--- src/rtl/fetch_pkg.sv ---
// fetch_pkg
// Shared definitions for the instruction-fetch slice: the default datapath
// width, the ARM bubble encoding and the redirect-source enumeration with a
// small helper that resolves which redirect source wins in a given cycle.
package fetch_pkg;

  localparam int XLEN_DEFAULT = 32;

  // ADD R4, R4, #0 -- architecturally a no-op, used as the decode bubble.
  localparam logic [31:0] ARM_NOP_ADD_R4 = 32'hE284_4000;

  typedef enum logic [1:0] {
    RD_NONE,
    RD_BRANCH,
    RD_PCWRITE
  } redirect_src_e;

  // A branch resolved in decode/execute takes priority over a concurrent
  // write to R15 from the ALU.
  function automatic redirect_src_e pick_redirect(input logic br, input logic pcwr);
    if (br) begin
      return RD_BRANCH;
    end else if (pcwr) begin
      return RD_PCWRITE;
    end else begin
      return RD_NONE;
    end
  endfunction

endpackage

--- src/rtl/fetch_fifo.sv ---
// fetch_fifo
// Generic DEPTH x WIDTH synchronous FIFO with a single-cycle flush.
// Ports:
//   clk, reset_n        clock, asynchronous active-low reset
//   flush               drop all entries; a same-cycle push or pop is ignored
//   push, push_data     write one entry (accepted when not full, or full with pop)
//   pop                 remove the head entry (ignored when empty)
//   head                current head entry (registered storage, no bypass)
//   count, full, empty  occupancy status
module fetch_fifo #(
  parameter int DEPTH = 4,
  parameter int WIDTH = 64,
  localparam int AW = $clog2(DEPTH)
) (
  input  logic             clk,
  input  logic             reset_n,
  input  logic             flush,
  input  logic             push,
  input  logic [WIDTH-1:0] push_data,
  input  logic             pop,
  output logic [WIDTH-1:0] head,
  output logic [AW:0]      count,
  output logic             full,
  output logic             empty
);

  logic [WIDTH-1:0] mem [DEPTH];
  logic [AW:0]      rd_ptr;
  logic [AW:0]      wr_ptr;
  logic             do_push;
  logic             do_pop;

  // Pointers carry an extra wrap bit so full and empty differ only in the MSB.
  assign count   = wr_ptr - rd_ptr;
  assign empty   = (wr_ptr == rd_ptr);
  assign full    = (wr_ptr[AW] != rd_ptr[AW]) && (wr_ptr[AW-1:0] == rd_ptr[AW-1:0]);
  assign head    = mem[rd_ptr[AW-1:0]];
  assign do_pop  = pop && !empty;
  assign do_push = push && (!full || do_pop);

  // Pointer update; flush collapses the queue by pulling the read pointer
  // onto the write pointer, which also cancels any same-cycle push or pop.
  always_ff @(posedge clk or negedge reset_n) begin
    if (!reset_n) begin
      rd_ptr <= '0;
      wr_ptr <= '0;
    end else if (flush) begin
      rd_ptr <= wr_ptr;
    end else begin
      if (do_pop) begin
        rd_ptr <= rd_ptr + 1'b1;
      end
      if (do_push) begin
        wr_ptr <= wr_ptr + 1'b1;
      end
    end
  end

  // Storage is not reset; entries are only visible once the pointers cover them.
  always_ff @(posedge clk) begin
    if (do_push && !flush) begin
      mem[wr_ptr[AW-1:0]] <= push_data;
    end
  end

endmodule

--- src/rtl/fetch_queue.sv ---
// fetch_queue
// Instruction-fetch stage: owns the fetch PC, issues sequential word requests
// to instruction memory, buffers returned words with their PCs in a prefetch
// queue and presents them to decode over valid/ready. Branch and PC-write
// redirects flush the queue and discard responses still in flight.
// Ports:
//   clk, reset_n                   clock, asynchronous active-low reset
//   br_taken, br_target            branch redirect (wins over pcwr)
//   pcwr_valid, pcwr_target        execute-stage write to R15
//   imem_req, imem_addr, imem_gnt  request side of instruction memory
//   imem_rvalid, imem_rdata        in-order response side
//   dec_valid, dec_inst, dec_pc    instruction presented to decode
//   dec_ready                      decode consumes this cycle
//   dec_nop                        present NOP_INST instead of the queue head
// Optional build macro FETCH_PERF_EN adds perf_fetched, perf_starve and
// perf_flush 32-bit event counters.
module fetch_queue
  import fetch_pkg::*;
#(
  parameter int              XLEN     = XLEN_DEFAULT,
  parameter int              DEPTH    = 4,
  parameter logic [XLEN-1:0] RESET_PC = '0,
  parameter logic [XLEN-1:0] NOP_INST = XLEN'(ARM_NOP_ADD_R4)
) (
  input  logic            clk,
  input  logic            reset_n,
  input  logic            br_taken,
  input  logic [XLEN-1:0] br_target,
  input  logic            pcwr_valid,
  input  logic [XLEN-1:0] pcwr_target,
  output logic            imem_req,
  output logic [XLEN-1:0] imem_addr,
  input  logic            imem_gnt,
  input  logic            imem_rvalid,
  input  logic [XLEN-1:0] imem_rdata,
  output logic            dec_valid,
  output logic [XLEN-1:0] dec_inst,
  output logic [XLEN-1:0] dec_pc,
  input  logic            dec_ready,
  input  logic            dec_nop
`ifdef FETCH_PERF_EN
  ,
  output logic [31:0]     perf_fetched,
  output logic [31:0]     perf_starve,
  output logic [31:0]     perf_flush
`endif
);

  localparam int CW = $clog2(DEPTH) + 1;

  logic [XLEN-1:0]   fetch_pc;
  logic [XLEN-1:0]   resp_pc;
  logic [CW-1:0]     outstanding;
  logic [CW-1:0]     discard;

  redirect_src_e     rd_src;
  logic              redirect;
  logic [XLEN-1:0]   redirect_pc;

  logic [2*XLEN-1:0] fifo_head;
  logic [CW-1:0]     fifo_count;
  logic              fifo_full;
  logic              fifo_empty;
  logic              fifo_push;
  logic              fifo_pop;
  logic [XLEN-1:0]   head_inst;
  logic [XLEN-1:0]   head_pc;

  logic [CW:0]       in_use;
  logic              issue;
  logic              resp_accept;

  // Resolve the redirect source and its word-aligned target.
  always_comb begin
    rd_src      = pick_redirect(br_taken, pcwr_valid);
    redirect    = 1'b0;
    redirect_pc = '0;
    case (rd_src)
      RD_BRANCH: begin
        redirect    = 1'b1;
        redirect_pc = br_target & ~XLEN'(3);
      end
      RD_PCWRITE: begin
        redirect    = 1'b1;
        redirect_pc = pcwr_target & ~XLEN'(3);
      end
      default: begin
      end
    endcase
  end

  // Credit check: every issued request already owns a queue slot, so a
  // response can never arrive to a full queue.
  assign in_use      = {1'b0, fifo_count} + {1'b0, outstanding};
  assign imem_req    = reset_n && !redirect && (in_use < (CW+1)'(DEPTH));
  assign imem_addr   = fetch_pc;
  assign issue       = imem_req && imem_gnt;
  assign resp_accept = imem_rvalid && (discard == '0);
  assign fifo_pop    = dec_ready && !dec_nop && !fifo_empty;
  assign fifo_push   = resp_accept && (!fifo_full || fifo_pop);
  assign head_inst   = fifo_head[2*XLEN-1:XLEN];
  assign head_pc     = fifo_head[XLEN-1:0];

  fetch_fifo #(
    .DEPTH (DEPTH),
    .WIDTH (2*XLEN)
  ) u_fifo (
    .clk       (clk),
    .reset_n   (reset_n),
    .flush     (redirect),
    .push      (fifo_push),
    .push_data ({imem_rdata, resp_pc}),
    .pop       (fifo_pop),
    .head      (fifo_head),
    .count     (fifo_count),
    .full      (fifo_full),
    .empty     (fifo_empty)
  );

  // Fetch and response PCs advance independently; a redirect reloads both so
  // the first accepted response after the flush is tagged with the target.
  always_ff @(posedge clk or negedge reset_n) begin
    if (!reset_n) begin
      fetch_pc <= RESET_PC;
      resp_pc  <= RESET_PC;
    end else if (redirect) begin
      fetch_pc <= redirect_pc;
      resp_pc  <= redirect_pc;
    end else begin
      if (issue) begin
        fetch_pc <= fetch_pc + XLEN'(4);
      end
      if (fifo_push) begin
        resp_pc <= resp_pc + XLEN'(4);
      end
    end
  end

  // In-flight bookkeeping. On a redirect every request still in flight after
  // this cycle's response belongs to the old path and must be dropped.
  always_ff @(posedge clk or negedge reset_n) begin
    if (!reset_n) begin
      outstanding <= '0;
      discard     <= '0;
    end else begin
      outstanding <= outstanding + CW'(issue) - CW'(imem_rvalid && (outstanding != '0));
      if (redirect) begin
        discard <= (outstanding != '0) ? (outstanding - CW'(imem_rvalid)) : '0;
      end else if (imem_rvalid && (discard != '0)) begin
        discard <= discard - 1'b1;
      end
    end
  end

  // Decode presentation. The bubble keeps the head's PC (or the fetch PC when
  // nothing is queued) and never pops; everything is forced to zero in reset.
  always_comb begin
    dec_valid = 1'b0;
    dec_inst  = '0;
    dec_pc    = '0;
    if (reset_n) begin
      if (dec_nop) begin
        dec_valid = 1'b1;
        dec_inst  = NOP_INST;
        dec_pc    = fifo_empty ? fetch_pc : head_pc;
      end else if (!fifo_empty) begin
        dec_valid = 1'b1;
        dec_inst  = head_inst;
        dec_pc    = head_pc;
      end
    end
  end

`ifdef FETCH_PERF_EN
  // Event counters; they wrap naturally at 2^32.
  always_ff @(posedge clk or negedge reset_n) begin
    if (!reset_n) begin
      perf_fetched <= '0;
      perf_starve  <= '0;
      perf_flush   <= '0;
    end else begin
      if (fifo_push && !redirect) begin
        perf_fetched <= perf_fetched + 32'd1;
      end
      if (dec_ready && !dec_valid) begin
        perf_starve <= perf_starve + 32'd1;
      end
      if (redirect) begin
        perf_flush <= perf_flush + 32'd1;
      end
    end
  end
`endif

endmodule

--- config.mk ---
export PLATFORM = sky130hd
export DESIGN_NAME = fetch_queue
export DESIGN_NICKNAME = d
export VERILOG_FILES = /design/src/rtl/fetch_pkg.sv /design/src/rtl/fetch_fifo.sv /design/src/rtl/fetch_queue.sv
export SDC_FILE = /design/constraint.sdc
export NUM_CORES = 1
export LEC_CHECK = 0
export ABC_CLOCK_PERIOD_IN_PS = 4410
export BUFFER_PORTS_ARGS = -buffer_cell sky130_fd_sc_hd__buf_2
export CORE_AREA = 5 5 149 259
export DETAILED_ROUTE_END_ITERATION = 8
export DIE_AREA = 0 0 154 264
export PLACE_DENSITY_LB_ADDON = 0.2
export SYNTH_ARGS = -nofsm -noshare
export SYNTH_HDL_FRONTEND = slang
export SYNTH_SLANG_ARGS = --single-unit
--- constraint.sdc ---
create_clock -name clk -period 4.41 [get_ports clk]
set_input_delay 0.6615 -clock clk [delete_from_list [all_inputs] [get_ports clk]]
set_output_delay 0.6615 -clock clk [all_outputs]
set_load 0.01 [all_outputs]
==> results of run 1 <==
[cell usage after synthesis (all sizes together) (3+ instances only)]
cell / n / area (um^2)
and4: 10 / 87.6
xnor2: 8 / 70.1
nor2: 49 / 186
and3: 12 / 75.1
nor3: 14 / 70.1
a22oi: 21 / 158
nand2: 55 / 206
nand4: 16 / 106
a2bb2oi: 8 / 70.1
a22o: 41 / 362
a21oi: 75 / 375
a41o: 5 / 51.3
or2: 3 / 18.8
buf: 21 / 136
a211oi: 4 / 30.0
nor2b: 28 / 175
o22ai: 9 / 56.3
dfrtp: 72 / 1800
a31oi: 8 / 50.1
o22a: 9 / 78.8
ha: 17 / 213
nand3: 29 / 145
a311oi: 4 / 35.0
o21ai: 44 / 220
nand2b: 4 / 25.0
a31o: 3 / 26.3
or4: 3 / 22.5
mux4: 62 / 1400
edfxtp: 248 / 7450
xor2: 5 / 43.8
o31ai: 9 / 67.6
inv: 20 / 75.1
clkbuf: 38 / 144
nor4: 7 / 56.3
[cell families after synthesis]
group	after synthesis	share of synthesized area
AOI/OAI and AO/OA	252	0.118
other	1	0.000262
and+or+nand+nor	236	0.0852
xor gates and xnor gates	13	0.00796
muxes	64	0.0992
DFF	320	0.647
adders and majority gates	19	0.0177
buffers and inverters	79	0.0249
[metal layers]
metal,part of all wire,track usage,routed length [um]
met2,0.55,0.355,21400
met3,0.041,0.0213,1590
met5,0,0,0
met4,0.037,0.0686,1450
met1,0.38,0.218,14800
[power by group]
group          total [W]  internal, W  switching (W)  leakage, nW
Sequential       0.00371      0.00347       0.000236         3.17
Combinational    0.00259      0.00118        0.00141         2.59
Clock            0.00266      0.00154        0.00112        0.479
Total            0.00895      0.00619        0.00277         6.24
[flip-flops by register name, indices dropped and copies added, names as in the netlist]
register and cells:
discard 3, imem_addr 30, outstanding 3, resp_pc 30
u_fifo.mem 248, u_fifo.rd_ptr 3, u_fifo.wr_ptr 3
[layout make-up]
type / count / area [um^2] / area share
Clock inverter: 18 / 233 / 0.0138
Timing Repair Buffer: 219 / 1230 / 0.0727
Inverter: 20 / 75.1 / 0.00445
Multi-Input combinational cell: 588 / 4720 / 0.280
Clock buffer: 35 / 768 / 0.0455
Tap cell: 475 / 594 / 0.0352
Sequential cell: 320 / 9250 / 0.549
[through the flow]
stage          std cells  area, um^2
2_1_floorplan        987       14300
3_3_place_gp        1622       15900
3_5_place_dp        1622       15900
4_1_cts             1675       16900
5_1_grt             1675       16900
6_report            1675       16900
[worst reg2reg max path, cell delays in order, from the launching register on]
cell	delay, ps
sky130_fd_sc_hd__dfrtp_1	440
sky130_fd_sc_hd__inv_1	140
sky130_fd_sc_hd__ha_1	150
sky130_fd_sc_hd__inv_1	40
sky130_fd_sc_hd__fa_1	370
sky130_fd_sc_hd__xor2_1	180
sky130_fd_sc_hd__ha_1	300
sky130_fd_sc_hd__nor4b_1	380
sky130_fd_sc_hd__nand3_1	170
sky130_fd_sc_hd__nor2_1	270
sky130_fd_sc_hd__inv_1	170
sky130_fd_sc_hd__ha_1	310
sky130_fd_sc_hd__inv_1	40
sky130_fd_sc_hd__ha_1	180
sky130_fd_sc_hd__fa_1	370
sky130_fd_sc_hd__xnor2_1	130
[path summary, 6_finish.rpt]
path,from,cells past startpoint,endpoint
hold / removal,imem_rdata[7],1,u_fifo.mem[2][39]
min in group asynchronous,reset_n,2,u_fifo.wr_ptr[2]
setup reg to reg,u_fifo.wr_ptr[0],15,outstanding[2]
hold reg to reg,u_fifo.wr_ptr[2],1,u_fifo.wr_ptr[2]
max in group asynchronous,reset_n,2,u_fifo.rd_ptr[0]
setup / recovery,u_fifo.rd_ptr[0],5,dec_pc[30]
==> reports/metrics.yaml, run 1 <==
die_width_um: 154
layout.nets: 1301
highest_achievable_clock_rate_mhz: 258
numCtsBuffers: 29
cts_root_buf: "sky130_fd_sc_hd__clkbuf_16"
max-cap-violations: 0
initial_cell_density_of_the_core: 0.394
layout-area-overhead-vs-synth_pct: 18.0
crit_buf_inv: 3
crit_family: "buffers and inverters"
layout.cells.most_common_list: "248 x sky130_fd_sc_hd__edfxtp_1, 192 x sky130_fd_sc_hd__buf_2, 75 x sky130_fd_sc_hd__a21oi_1"
powerDensity_mw_per_mm2: 531
first_iter_violations: 474
commonest_non_fill_non_tap_cell_in_the_layout: "sky130_fd_sc_hd__edfxtp_1"
critical_path.startpoint_type: "flop"
firstDrtPassIters: 5
clock_tree_from_tritoncts: "yes"
yosys_warnings: 0
synth_seq_area_share: 0.647
post_cts_resized: 0
fp.dieArea_mm2: 0.0407
gpl.final_weighted_congestion: 0.840
drt_wl_total_mm: 39.2
clk_transition_reported_paths_ps: 70
hold_path_class: "in2reg"
ant_nets: 0
avgSynthCellArea_um2: 14.5
clock_tree.htree_level_count: 1
cp_data_arrival_time_ps: 3210
synth_edf_count: 248
synthArstFlopShare: 0.225
totalPowerFinal_w: 0.00895
critical_path_required_ps: 3750
route.vias.total: 9565
grt_start_max_net_pins: 73
synth.lib_cells_used.distinct: 65
postCtsSetupRepairBufs: 0
grt_pass1_vias: 10000
path_common_cell: "sky130_fd_sc_hd__buf_4"
worst_skew_late_latency_ps: 560
grt_remaining_overflow: 0
ff2ff_setup_slack_ps: 660
flip_flop_and_latch_count_after_synthesis: 320
grt.total_usage: 0.189
global_route_wire_length_before_repair_mm: 59.8
detail_route.wl_per_cell_um: 23.4
worstSetupEndpointType: "output port"
post_placement_setup_slack_ps: 662
rsz0062_at_grt: "false"
setup_ws_ps: 534
worst-setup-path-type: "reg2out"
finalClockSkew_ps: 19.4
tritoncts_sinks: 320
totalNegativeSetupSlack_ps: 0
ys.flop_type: "sky130_fd_sc_hd__edfxtp_1"
post_cts_hold_buffer_count: 0
hold_violations: 0
p_leak_nw: 6.24
tightest_slew_ps: 1060
max_stage_delay_ps: 800
timing.final.crit_period_ps: 3880
drive_gt1_frac: 0.291
grt_antenna_before_repair: 0
die_y_um: 264
path_cells: "buf_4, buf_4, mux4_2, a22o_1, buf_2"
clock_path_buffers: 3
holdWs_ps: 318
coreArea_mm2: 0.0363
slowest_stage: "sky130_fd_sc_hd__buf_4"
finish.utilization: 0.465
synthCells: 984
result_of_the_run: "complete, no violations"
drc: 0
post_synth_instance_area_mm2: 0.0143
detail_route.vias_per_cell: 5.71
irDropWorstVdd_uv: 288
n_fill_cell: 3331
final_max_slew_viol_count: 0
port-buffer-count: 193
maxSlewHeadroom: 0.292
num_rows: 93
antennaDiodeCount: 0
num_io_pins: 202
critical_path.max_fanout: 42
finalCritPeriodShare: 0.879
post-dp-hpwl_mm: 25.7
report.final.setup_viol: 0
Power figures use the tool's default switching activity.
==> run 2: changes to the inputs <==
CORE_AREA = 5 5 125 216   (was 5 5 149 259)
DIE_AREA = 0 0 130 221   (was 0 0 154 264)
==> reports/metrics.yaml, run 2 (synthesis gave the netlist of run 1 again) <==
critical_path_required_ps: 3750
layout.nets: 1298
port-buffer-count: 193
rsz0062_at_grt: "false"
first_iter_violations: 638
grt_pass1_vias: 9854
commonest_non_fill_non_tap_cell_in_the_layout: "sky130_fd_sc_hd__edfxtp_1"
num_rows: 77
final_max_slew_viol_count: 0
path_common_cell: "sky130_fd_sc_hd__buf_4"
maxSlewHeadroom: 0.265
powerDensity_mw_per_mm2: 524
slowest_stage: "sky130_fd_sc_hd__buf_4"
coreArea_mm2: 0.0250
drc: 0
timing.final.crit_period_ps: 3800
finalCritPeriodShare: 0.862
setup_ws_ps: 608
numCtsBuffers: 27
irDropWorstVdd_uv: 411
holdWs_ps: 236
cp_data_arrival_time_ps: 3140
detail_route.wl_per_cell_um: 23.3
initial_cell_density_of_the_core: 0.571
clock_tree.htree_level_count: 1
report.final.setup_viol: 0
detail_route.vias_per_cell: 6.31
die_width_um: 130
grt_remaining_overflow: 0
post_cts_resized: 0
clock_tree_from_tritoncts: "yes"
worst_skew_late_latency_ps: 540
post-dp-hpwl_mm: 23.5
gpl.final_weighted_congestion: 0.908
highest_achievable_clock_rate_mhz: 263
clk_transition_reported_paths_ps: 70
finalClockSkew_ps: 16.8
critical_path.startpoint_type: "flop"
post_placement_setup_slack_ps: 734
max-cap-violations: 0
hold_violations: 0
layout-area-overhead-vs-synth_pct: 15.6
area.sequential_mm2: 0.00925
tritoncts_sinks: 320
antennaDiodeCount: 0
global_route_wire_length_before_repair_mm: 54.3
ant_nets: 0
drive_gt1_frac: 0.289
route.vias.total: 9529
worstSetupEndpointType: "output port"
firstDrtPassIters: 5
grt_antenna_before_repair: 0
worst-setup-path-type: "reg2out"
largest_register_ff_count: 248
grt_start_max_net_pins: 65
die_y_um: 221
cts_root_buf: "sky130_fd_sc_hd__clkbuf_16"
clock_path_buffers: 3
drt_wl_total_mm: 35.2
p_leak_nw: 6.19
num_io_pins: 202
layout.cells.most_common_list: "248 x sky130_fd_sc_hd__edfxtp_1, 192 x sky130_fd_sc_hd__buf_2, 75 x sky130_fd_sc_hd__a21oi_1"
hold_path_class: "in2async"
post_cts_hold_buffer_count: 0
max_stage_delay_ps: 790
critical_path.max_fanout: 44
postCtsSetupRepairBufs: 0
grt.total_usage: 0.244
result_of_the_run: "complete, no violations"
multi_input_comb_area_mm2: 0.00472
totalNegativeSetupSlack_ps: 0
n_fill_cell: 1893
tightest_slew_ps: 1100
fp.dieArea_mm2: 0.0287
path_cells: "buf_4, buf_4, mux4_2, a22o_1, buf_2"
[run 2: cell count changes in the layout (fill, tap and decap cells not counted)]
cell / previous run / this run
sky130_fd_sc_hd__buf_4: 22 / 24
sky130_fd_sc_hd__clkinv_1: 4 / 1
sky130_fd_sc_hd__clkinv_2: 2 / 5
sky130_fd_sc_hd__bufinv_16: 5 / 4
sky130_fd_sc_hd__clkbuf_1: 4 / 6
sky130_fd_sc_hd__clkbuf_16: 29 / 27
sky130_fd_sc_hd__buf_12: 5 / 2
sky130_fd_sc_hd__inv_6: 2 / 0
sky130_fd_sc_hd__clkinv_4: 2 / 1
[run 2: worst paths after layout]
| kind | startpoint | end | slack [ps] | cells past startpoint |
|---|---|---|---|---|
| hold / removal | reset_n | resp_pc[5] | 240 | 2 |
| setup reg to reg | u_fifo.wr_ptr[0] | outstanding[2] | 730 | 15 |
| hold reg to reg | u_fifo.wr_ptr[2] | u_fifo.wr_ptr[2] | 520 | 1 |
| min in group clk | imem_rdata[15] | u_fifo.mem[0][47] | 340 | 1 |
| setup / recovery | u_fifo.rd_ptr[0] | dec_pc[30] | 610 | 5 |
| max in group asynchronous | reset_n | resp_pc[29] | 3780 | 2 |
[run 2: cell type report]
type	instances	share of cell area
multi-input cells	588	0.285
clock buffers	35	0.0439
flip-flops and latches	320	0.560
clock inverters	14	0.0109
repair buffers	218	0.0715
inverters	20	0.00454
well taps	316	0.0239
[run 2: critical path, delay by kind of cell (launching register included)]
| family | cells | cell delay, ps |
|---|---|---|
| buffers and inverters | 3 | 1330 |
| multiplexers | 1 | 590 |
| flip-flops | 1 | 410 |
| AO/OA/AOI/OAI | 1 | 260 |
[run 2: power breakdown]
part / switching (W) / internal [W] / total [W]
Clock: 0.00103 / 0.00140 / 0.00243
Combinational: 0.00135 / 0.00117 / 0.00253
Sequential: 0.000232 / 0.00347 / 0.00370
Total: 0.00262 / 0.00604 / 0.00866
[run 2: routing by layer]
layer | share of wire | routed length, um | up-vias | global-route usage
li1 | - | - | 4279 | -
met1 | 0.36 | 12500 | 4725 | 0.296
met2 | 0.53 | 18700 | 429 | 0.434
met3 | 0.071 | 2510 | 96 | 0.0282
met4 | 0.044 | 1540 | 0 | 0.107
met5 | 0 | 0 | - | 0
[run 2: stage by stage]
stage               utilization  std cells  total power (W)  cell area (um^2)
floorplan                     -        987          0.00545             14300
global placement          0.624       1462          0.00628             15600
detailed placement        0.624       1462          0.00632             15600
CTS                       0.660       1511          0.00875             16500
global route              0.660       1511          0.00909             16500
finish                    0.660       1511          0.00866             16500
==> run 3: changes to the inputs <==
CORE_AREA = 2 2 122 213   (was 5 5 125 216)
DIE_AREA = 0 0 124 215   (was 0 0 130 221)
==> reports/metrics.yaml, run 3 (synthesis gave the netlist of run 1 again) <==
drive_gt1_frac: 0.286
finish.utilization: 0.659
commonest_non_fill_non_tap_cell_in_the_layout: "sky130_fd_sc_hd__edfxtp_1"
post-dp-hpwl_mm: 23.7
num_rows: 77
rsz0062_at_grt: "false"
global_route_wire_length_before_repair_mm: 52.8
firstDrtPassIters: 6
grt_start_max_net_pins: 75
powerDensity_mw_per_mm2: 516
initial_cell_density_of_the_core: 0.571
antennaDiodeCount: 0
regToRegStartpoint: "u_fifo.wr_ptr[0]"
layout.nets: 1304
final_max_slew_viol_count: 0
globalRouteMet3Util: 0.0308
worstSetupEndpointType: "flop"
clock_tree.htree_level_count: 1
clock_path_buffers: 3
cts_root_buf: "sky130_fd_sc_hd__clkbuf_16"
fp.dieArea_mm2: 0.0267
cp_data_arrival_time_ps: 4220
post_dp_cell_area_mm2: 0.0157
clock_tree_from_tritoncts: "yes"
slowest_stage: "sky130_fd_sc_hd__dfrtp_1"
route.vias.total: 9642
layout-area-overhead-vs-synth_pct: 15.4
report.final.setup_viol: 0
critical_path.startpoint_type: "flop"
numCtsBuffers: 27
grt_antenna_before_repair: 0
grt_pass1_vias: 9585
maxSlewHeadroom: 0.307
irDropWorstVdd_uv: 318
layout.cells.most_common_list: "248 x sky130_fd_sc_hd__edfxtp_1, 192 x sky130_fd_sc_hd__buf_2, 75 x sky130_fd_sc_hd__a21oi_1"
max-cap-violations: 0
post_cts_resized: 0
post_cts_hold_buffer_count: 0
p_leak_nw: 6.19
first_iter_violations: 854
clk_transition_reported_paths_ps: 70
num_io_pins: 202
ant_nets: 0
critical_path_required_ps: 4850
postCtsSetupRepairBufs: 0
holdWs_ps: 324
tritoncts_sinks: 320
detail_route.vias_per_cell: 6.36
highest_achievable_clock_rate_mhz: 264
worst-setup-path-type: "reg2reg"
totalNegativeSetupSlack_ps: 0
timing.final.crit_period_ps: 3780
hold_path_class: "in2reg"
detail_route.wl_per_cell_um: 23.2
hold_violations: 0
worst_skew_late_latency_ps: 550
finalCritPeriodShare: 0.858
final_cell_area_mm2: 0.0165
result_of_the_run: "complete, no violations"
grt_remaining_overflow: 0
grt_busiest_layer: "met2"
critical_path.max_fanout: 5
grt.met2_usage: 0.482
drt_wl_total_mm: 35.1
path_cells: "inv_1, ha_1, inv_1, fa_1, xor2_1, ha_1, nor4b_1, nand3_1, nor2_1, inv_1, ha_1, inv_1, ha_1, fa_1, xnor2_1"
worstHoldStart: "imem_rdata[25]"
coreArea_mm2: 0.0250
max_stage_delay_ps: 430
die_width_um: 124
port-buffer-count: 193
die_y_um: 215
largest_register_ff_count: 248
use_met1: 0.307
drc: 0
tightest_slew_ps: 1040
finalClockSkew_ps: 10.9
gpl.final_weighted_congestion: 0.898
grt.total_usage: 0.265
critPathLaunch: "u_fifo.wr_ptr[0]"
run 3: critical path: cells and delay by family, from the launching register on:
family	cells	cell delay [ps]
buf+inv	4	380
xor+xnor	2	320
simple gates	3	870
fa+ha+maj	6	1670
flops	1	430
run 3: where the power goes:
group	leakage [nW]	switching (W)	internal, W
clock network	0.402	0.00102	0.00124
logic	2.61	0.00136	0.00118
registers	3.17	0.000235	0.00347
run 3: path summary, 6_finish.rpt:
kind	endpoint	cells past startpoint	slack (ps)
max	outstanding[2]	15	630
min	u_fifo.mem[2][57]	1	320
max reg2reg	outstanding[2]	15	630
min reg2reg	u_fifo.wr_ptr[2]	1	530
max in group asynchronous	u_fifo.rd_ptr[0]	2	3250
min in group asynchronous	imem_addr[4]	2	410
run 3: area by class of cell:
class                           count  area, um^2
Sequential cell                   320        9250
Tap cell                          316         395
Timing Repair Buffer              224        1240
Fill cell                        1874        8550
Multi-Input combinational cell    588        4720
Clock buffer                       40         754
Inverter                           20        75.1
Clock inverter                      9        65.1
run 3: layer usage:
metal | wire [um] | up-vias | part of all wire
met3 | 2180 | 97 | 0.062
met2 | 19000 | 419 | 0.54
met4 | 1550 | 0 | 0.044
met5 | 0 | - | 0
li1 | - | 4308 | -
met1 | 12400 | 4818 | 0.35
run 3: metrics by stage:
| stage | std cells | power, W | setup WS [ps] |
|---|---|---|---|
| 3_3_place_gp | 1468 | 0.00628 | 812 |
| 6_report | 1517 | 0.00851 | 627 |
| 4_1_cts | 1517 | 0.00859 | 512 |
| 5_1_grt | 1517 | 0.00893 | 394 |
| 2_1_floorplan | 987 | 0.00545 | 486 |
| 3_5_place_dp | 1468 | 0.00632 | 681 |
